===== src/rtl/servo_seq_multi.sv =====
// servo_seq_multi: multi-channel hobby-servo PWM driver fed by a command table
// held in an external synchronous RAM. Each table entry {last, ch, dwell, pos}
// sets one channel's position and then holds for dwell milliseconds. All channels
// share one frame counter. New positions are staged in a shadow register and are
// copied to the active set only at a frame boundary, so a pulse never changes
// width partway through a frame.
//
// Build option: define SERVO_LOOP_EN to make the walk wrap back to address 0
// after the last entry instead of halting in DONE. Only stop then ends the walk.
module servo_seq_multi #(
    parameter int CLK_FREQUENCY = 50000000,
    parameter int FRAME_HZ      = 50,
    parameter int NUM_CHANNELS  = 4,
    parameter int POS_LEN       = 8,
    parameter int DWELL_LEN     = 5,
    parameter int ADDR_LEN      = 8,
    parameter int MIN_PULSE_US  = 1000,
    parameter int MAX_PULSE_US  = 2000,
    localparam int CH_BITS      = (NUM_CHANNELS > 1) ? $clog2(NUM_CHANNELS) : 1,
    localparam int DATA_LEN     = 1 + CH_BITS + DWELL_LEN + POS_LEN
) (
    input  logic                    clk,
    input  logic                    rst,
    input  logic                    start,
    input  logic                    stop,
    input  logic [DATA_LEN-1:0]     data,
    output logic [ADDR_LEN-1:0]     address,
    output logic [NUM_CHANNELS-1:0] servo_q,
    output logic                    busy,
    output logic                    done,
    output logic                    frame_start
);

    localparam int     FRAME_CYC = CLK_FREQUENCY / FRAME_HZ;
    localparam int     FR_W      = $clog2(FRAME_CYC);
    localparam longint MIN_CYC   = longint'(CLK_FREQUENCY) * MIN_PULSE_US / 1000000;
    localparam longint STEP_CYC  = longint'(MAX_PULSE_US - MIN_PULSE_US) * CLK_FREQUENCY
                                   / 1000000 / (longint'(1) << POS_LEN);
    localparam int     MS_CYC    = CLK_FREQUENCY / 1000;
    localparam int     DW_W      = $clog2(((2 ** DWELL_LEN) - 1) * MS_CYC + 1);

    localparam logic [FR_W-1:0]    FRAME_LAST = FR_W'(FRAME_CYC - 1);
    localparam logic [DW_W-1:0]    MS_CYC_W   = DW_W'(MS_CYC);
    localparam logic [POS_LEN-1:0] CENTRE     = {1'b1, {(POS_LEN-1){1'b0}}};

    typedef enum logic [2:0] {
        S_IDLE,
        S_FETCH,
        S_WAIT,
        S_APPLY,
        S_DWELL,
        S_DONE
    } state_t;

    state_t                    r_state;
    logic [ADDR_LEN-1:0]       r_address;
    logic                      r_busy;
    logic                      r_done;
    logic                      r_last;
    logic [DW_W-1:0]           r_dwell_ctr;
    logic [FR_W-1:0]           r_frame_ctr;
    logic                      r_frame_start;
    logic [NUM_CHANNELS-1:0]   r_servo_q;
    logic [POS_LEN-1:0]        r_shadow [NUM_CHANNELS];
    logic [POS_LEN-1:0]        r_active [NUM_CHANNELS];

    // Table entry fields, MSB first: {last, ch, dwell, pos}
    logic                      w_last;
    logic [CH_BITS-1:0]        w_ch;
    logic [DWELL_LEN-1:0]      w_dwell;
    logic [POS_LEN-1:0]        w_pos;
    logic                      w_frame_end;
    logic                      w_apply;
    logic [NUM_CHANNELS-1:0]   w_wr;
    logic [NUM_CHANNELS-1:0]   w_pwm;

    assign w_pos       = data[POS_LEN-1:0];
    assign w_dwell     = data[POS_LEN +: DWELL_LEN];
    assign w_ch        = data[POS_LEN + DWELL_LEN +: CH_BITS];
    assign w_last      = data[DATA_LEN-1];
    assign w_frame_end = (r_frame_ctr == FRAME_LAST);
    // stop takes priority over an APPLY in the same cycle, so no write then
    assign w_apply     = (r_state == S_APPLY) && !stop;

    // Per-channel shadow write strobe and PWM compare at full 32-bit width.
    // Out-of-range channel numbers never match any gi, so they write nothing.
    genvar gi;
    generate
        for (gi = 0; gi < NUM_CHANNELS; gi++) begin : g_ch
            logic [31:0] w_pulse;
            assign w_wr[gi]  = w_apply && (w_ch == CH_BITS'(gi));
            assign w_pulse   = 32'(MIN_CYC) + 32'(r_active[gi]) * 32'(STEP_CYC);
            assign w_pwm[gi] = (32'(r_frame_ctr) < w_pulse);
        end
    endgenerate

    // Shared frame counter and the registered frame_start pulse
    always_ff @(posedge clk) begin
        if (rst) begin
            r_frame_ctr   <= '0;
            r_frame_start <= 1'b0;
        end else begin
            r_frame_ctr   <= w_frame_end ? '0 : r_frame_ctr + FR_W'(1);
            r_frame_start <= (r_frame_ctr == '0);
        end
    end

    // Registered PWM outputs
    always_ff @(posedge clk) begin
        if (rst) begin
            r_servo_q <= '0;
        end else begin
            r_servo_q <= w_pwm;
        end
    end

    // Shadow positions take table writes; active positions load at frame end,
    // with a same-cycle write bypassing straight into the active set
    always_ff @(posedge clk) begin
        if (rst) begin
            for (int i = 0; i < NUM_CHANNELS; i++) begin
                r_shadow[i] <= CENTRE;
                r_active[i] <= CENTRE;
            end
        end else begin
            for (int i = 0; i < NUM_CHANNELS; i++) begin
                if (w_wr[i]) begin
                    r_shadow[i] <= w_pos;
                end
                if (w_frame_end) begin
                    r_active[i] <= w_wr[i] ? w_pos : r_shadow[i];
                end
            end
        end
    end

    // Table-walk sequencer with registered address/busy/done
    always_ff @(posedge clk) begin
        if (rst) begin
            r_state     <= S_IDLE;
            r_address   <= '0;
            r_busy      <= 1'b0;
            r_done      <= 1'b0;
            r_last      <= 1'b0;
            r_dwell_ctr <= '0;
        end else if (stop) begin
            r_state   <= S_IDLE;
            r_address <= '0;
            r_busy    <= 1'b0;
            r_done    <= 1'b0;
        end else begin
            case (r_state)
                S_IDLE: begin
                    if (start) begin
                        r_state   <= S_FETCH;
                        r_address <= '0;
                        r_busy    <= 1'b1;
                    end
                end
                S_FETCH: begin
                    r_state <= S_WAIT;
                end
                S_WAIT: begin
                    r_state <= S_APPLY;
                end
                S_APPLY: begin
                    r_last      <= w_last;
                    r_dwell_ctr <= DW_W'(w_dwell) * MS_CYC_W;
                    r_state     <= S_DWELL;
                end
                S_DWELL: begin
                    if (r_dwell_ctr == '0) begin
                        if (r_last || (r_address == {ADDR_LEN{1'b1}})) begin
`ifdef SERVO_LOOP_EN
                            r_address <= '0;
                            r_state   <= S_FETCH;
`else
                            r_state   <= S_DONE;
                            r_busy    <= 1'b0;
                            r_done    <= 1'b1;
`endif
                        end else begin
                            r_address <= r_address + ADDR_LEN'(1);
                            r_state   <= S_FETCH;
                        end
                    end else begin
                        r_dwell_ctr <= r_dwell_ctr - DW_W'(1);
                    end
                end
                S_DONE: begin
                    if (start) begin
                        r_state   <= S_FETCH;
                        r_address <= '0;
                        r_busy    <= 1'b1;
                        r_done    <= 1'b0;
                    end
                end
                default: begin
                    r_state <= S_IDLE;
                    r_busy  <= 1'b0;
                    r_done  <= 1'b0;
                end
            endcase
        end
    end

    assign address     = r_address;
    assign servo_q     = r_servo_q;
    assign busy        = r_busy;
    assign done        = r_done;
    assign frame_start = r_frame_start;

endmodule

===== config.mk =====
export PLATFORM = sky130hd
export DESIGN_NAME = servo_seq_multi
export DESIGN_NICKNAME = d
export VERILOG_FILES = /design/src/rtl/servo_seq_multi.sv
export SDC_FILE = /design/constraint.sdc
export NUM_CORES = 1
export LEC_CHECK = 0
export CAP_MARGIN = 20
export CORE_MARGIN = 5
export CORE_UTILIZATION = 34
export CTS_CLUSTER_SIZE = 25
export DETAILED_ROUTE_END_ITERATION = 16
export PLACE_DENSITY = 0.49
export SLEW_MARGIN = 10
export SYNTH_ARGS = -nofsm -noshare
export SYNTH_HDL_FRONTEND = slang
export SYNTH_SLANG_ARGS = --single-unit
export TNS_END_PERCENT = 50

===== constraint.sdc =====
create_clock -name clk -period 8.1 [get_ports clk]
set_clock_uncertainty 0.2 [all_clocks]
set_input_delay 1.215 -clock clk [delete_from_list [all_inputs] [get_ports clk]]
set_output_delay 1.215 -clock clk [all_outputs]
set_load 0.005 [all_outputs]

[After elaboration in Yosys (flattened, before gate mapping)]
Memories as Yosys holds them, arrays and structs flattened.
Index checks and enable logic that the tools add are counted.
Storage, ports and cells
  register bits after elaboration: 60
  bits in latches: 0
  memory bits (writable): 64
  memory bits (read-only): 0
  input bits: 20
  output and inout bits: 15
  logic and storage cells: 125
  memories: 2
Operators by class
  $add $sub $neg: 7
  multipliers: 5
  div/mod/pow operators: 0
  order comparisons: 4
  eq/ne operators: 16
  shift operators: 0
  mux-type cells: 47
  bitwise logic cells: 11
  reductions and logical operators: 24
Memories
  r_active: words 4, bits a word 8, rd ports 4, clocked after memory_dff 0, wr ports 4, RTL line 65  | logic [POS_LEN-1:0] r_active [NUM_CHANNELS];
  r_shadow: words 4, bits a word 8, rd ports 4, clocked after memory_dff 0, wr ports 4, RTL line 64  | logic [POS_LEN-1:0] r_shadow [NUM_CHANNELS];
Operators by type and width (count)
  2-to-1 mux 8 bit: 15
  less-than comparator 20 x 17 -> 1 bit: 4
  adder 16 x 16 -> 17 bit (first input constant): 4
  multiplier 8 x 8 -> 16 bit (second input constant): 4
  case mux 21 bit (2 select lines): 1
  2-to-1 mux 1 bit: 23
  zero test 21 bit: 1
  2-to-1 mux 21 bit: 1
  subtractor 21 x 1 -> 21 bit (second input constant): 1
  adder 20 x 1 -> 20 bit (second input constant): 1
  equality test 20 bit (second input constant): 1
  zero test 20 bit: 1
  multiplier 5 x 12 -> 17 bit (second input constant): 1
  case mux 8 bit (2 select lines): 1
  case mux 3 bit (5 select lines): 1
  AND reduction 4 bit: 3
  inequality test 2 bit (second input constant): 5
  2-to-1 mux 3 bit: 3
  adder 8 x 1 -> 8 bit (second input constant): 1
  equality test 8 bit (second input constant): 1
  OR 1 bit: 8
  equality test 3 x 2 -> 1 bit (second input constant): 2
  equality test 3 bit (second input constant): 2
  case mux 1 bit (3 select lines): 2
  other kinds (16): 27

[Depth between registers and ports, before layout]
  depth in word-level cells: 7
  mapped depth: 21
  depth with buffers taken out: 21

[Worst setup path before layout]
OpenSTA, ideal clock, no wires.
  path type: reg-to-reg
  from: mem r_active[0][1]
  to: reg r_servo_q[0], in the netlist servo_q[0]
  library setup time: 0.070 ns
  data arrival time: 4.113 ns
  required time: 7.830 ns
  setup slack: 3.717 ns
  stages on the path, launching flop included: 22
  buffers on the path: 0
  clock period less this slack: 4.383 ns
  cells stage by stage: edfxtp_1 inv_1 ha_1 inv_1 ha_1 inv_1 fa_1 fa_1 inv_1 ha_1 nand2_1 o211ai_1 a31o_2 a21oi_1 xor2_1 ha_1 a21oi_1 nor2b_1 o21ai_0 nand2_1 a211o_1 a21oi_1
RTL lines
  from (decl): RTL line 65
  to (signal assigned): RTL line 113  | r_servo_q <= w_pwm;
  to (decl): RTL line 63  | logic [NUM_CHANNELS-1:0] r_servo_q;

==> results.toml <==
[clock_network]
clock_sinks = 124
root_buffer = "clkbuf_16"
cts_tree = "done"
cts.path.max_buffers = 2
holdBufCountCts = 0
path_clk_slew_ns = 0.06
postCtsSetupRepairBufs = 0
clk_latency_ns = 0.42
cts_resized = 0
htreeDepth = 4
cts_buffers = 17

[power_and_ir_drop]
power_mw = 2.02
peakVddDrop_v = 0.000177
p_per_area_nw_per_um2 = 146
p_leak_nw = 6.78

[run_status]
outcome = "finished, final reports clean"

[sta]
hold_violations = 0
setup_viol = 0
report.final.slew_viol_count = 0
relSlewSlack = 0.369
period_minus_slack_ns = 4.76
fin_crit_sh = 0.588
holdWs_ns = 0.273
timing.fmax_mhz = 210
setup_tns_ns = 0
tightest_slew_ns = 0.945
rsz0062_at_grt = "no"

[finish]
syn_to_final_growth_pct = 11.8
final_layout_size_suffix_gt1_frac = 0.0422
utilization = 0.386
antenna_cells = 0
fillers = 3653
nNetsFinal = 1725

[global_routing]
antenna_found_initial = 0
grtUsageTotal = 0.149
grt_max_degree = 52
grt_pass1_vias = 9510
gr-total-overflow = 0
grt_pass1_wl_um = 49300

[route]
first_iter_violations = 530
ant_nets = 0
viasPerCell = 5.14
wl_um = 29800
firstDrtPassIters = 5
route.detailed.drc = 0
wl_per_cell_um = 16.0
num_vias = 9564

[placed_design]
place_congestion = 0.821
port-buffer-count = 34
dp_hpwl_um = 23100

[synth]
synth_top_area_frac = 0.297
synthTopCellsByCount = "293 x ha_1, 137 x inv_1, 110 x nor2_1"
synth_area_leader_cell = "ha_1"
synth_seq_cells = 124
yosysWarnings = 0
seq_area_frac_synth = 0.253
syn_area_um2 = 12400
synth_fp_nets = 1690
synth.area.top_cells = "ha_1 30%, edfxtp_1 16%, dfxtp_1 9.7%, fa_1 4.2%, inv_1 4.2%"
ys.flop_type = "edfxtp_1"
async_reset_ff_frac = 0
synth_cell_type_count = 57
synth_edf_count = 64
postSynthCellCount = 1351
synth.most_common_cell = "ha_1"
synth.avg_cell_area_um2 = 9.15

[die]
die_area_um2 = 40300
die_h_um = 201
core-area_um2 = 35700
start_util = 0.346
die_w_um = 201
rows = 69
ios = 35

[hold_path]
hold_path_class = "flop to flop"

[worst_setup_path]
required_ns = 8.27
end_kind = "flop"
critPathKind = "flop to flop"
critPathMaxFanout = 4
cp.arrival_ns = 4.93
start_kind = "flop"

[job]
cap_violations = 0
==> registers in the layout, indices dropped and copies added (netlist names) <==
name and flops:
done 1, r_active 32, r_dwell_ctr 21, r_shadow 32
frame_start 1, r_frame_ctr 20, r_last 1, address 8
busy 1, r_state 3, servo_q 4
==> final timing paths <==
path                           startpoint                     to  slack, ns  cells past startpoint
min reg2reg           r_last$_SDFFE_PP0P_    r_last$_SDFFE_PP0P_       0.27                      2
min                   r_last$_SDFFE_PP0P_    r_last$_SDFFE_PP0P_       0.27                      2
max reg2reg  r_active[1][1]$_SDFFCE_PN0P_  servo_q[1]$_SDFF_PP0_       3.34                     20
max          r_active[1][1]$_SDFFCE_PN0P_  servo_q[1]$_SDFF_PP0_       3.34                     20
==> power by group <==
part / internal [mW] / switching (mW)
logic: 0.257 / 0.340
registers: 0.672 / 0.0121
clock network: 0.437 / 0.299
total: 1.37 / 0.652
==> kinds of logic (layout without fill, tap and decap cells) <==
group,count (synthesis),after routing,synth area share
AOI/OAI and AO/OA,273,273,0.141
DFF,124,124,0.253
and+or+nand+nor,369,369,0.144
muxes,16,16,0.0130
xor gates and xnor gates,85,85,0.0602
buffers and inverters,165,213,0.0504
adders and majority gates,319,319,0.339
==> through the flow <==
stage / setup WS [ns] / cells / instance area (um2)
after floorplan: 3.72 / 1351 / 12400
after global routing: 2.95 / 1860 / 13800
after detailed placement: 3.16 / 1827 / 13200
after global placement: 3.23 / 1827 / 13200
after CTS: 3.28 / 1859 / 13800
final: 3.34 / 1860 / 13800
==> routing by layer <==
layer | GRT usage | share of wire
met5 | 0 | 0
met4 | 0.0300 | 0.010
met3 | 0.0276 | 0.035
met2 | 0.251 | 0.47
met1 | 0.202 | 0.48
==> layout make-up <==
class	count	area (um2)	area share
sequential	124	3120	0.226
multi-input combinational	1062	8620	0.624
tap	461	577	0.0418
clock inverter	11	78.8	0.00571
inverter	138	518	0.0375
clock buffer	21	493	0.0357
timing repair buffer	43	405	0.0294
==> placed cells by master (no fill, tap or decap), types with 5 or more instances in the layout <==
cell,instances
a211oi_1,14
fa_1,26
nand3_1,27
nand4_1,18
nor2_1,110
buf_4,8
or3_1,11
o21bai_1,9
a31o_2,8
a21oi_1,80
dfxtp_1,60
o21a_1,8
and3_1,25
ha_1,293
clkbuf_16,19
nand2b_1,6
nand2_1,88
xor2_1,43
inv_1,137
o21ai_0,51
a31oi_1,18
a211o_1,5
xnor2_1,42
o31ai_1,8
mux2i_1,16
nor4_1,12
and2_1,15
nor3_1,34
edfxtp_1,64
clkdlybuf4s50_1,34
a21o_1,33
o211ai_1,20
==> critical path, cell delays in order, from the launching register on <==
cell      delay, ns
edfxtp_1       0.37
inv_1          0.08
ha_1           0.31
inv_1          0.05
ha_1           0.28
inv_1          0.08
fa_1           0.44
fa_1           0.52
inv_1          0.04
ha_1           0.23
nor3_1         0.21
o211ai_1       0.18
a31o_2         0.27
a21oi_1        0.17
xor2_1         0.22
ha_1           0.28
a21o_1         0.16
a211o_1        0.30
nor3_1         0.12
o21ai_0        0.11
nand2_1        0.09
(Power assumes the default switching activity.)
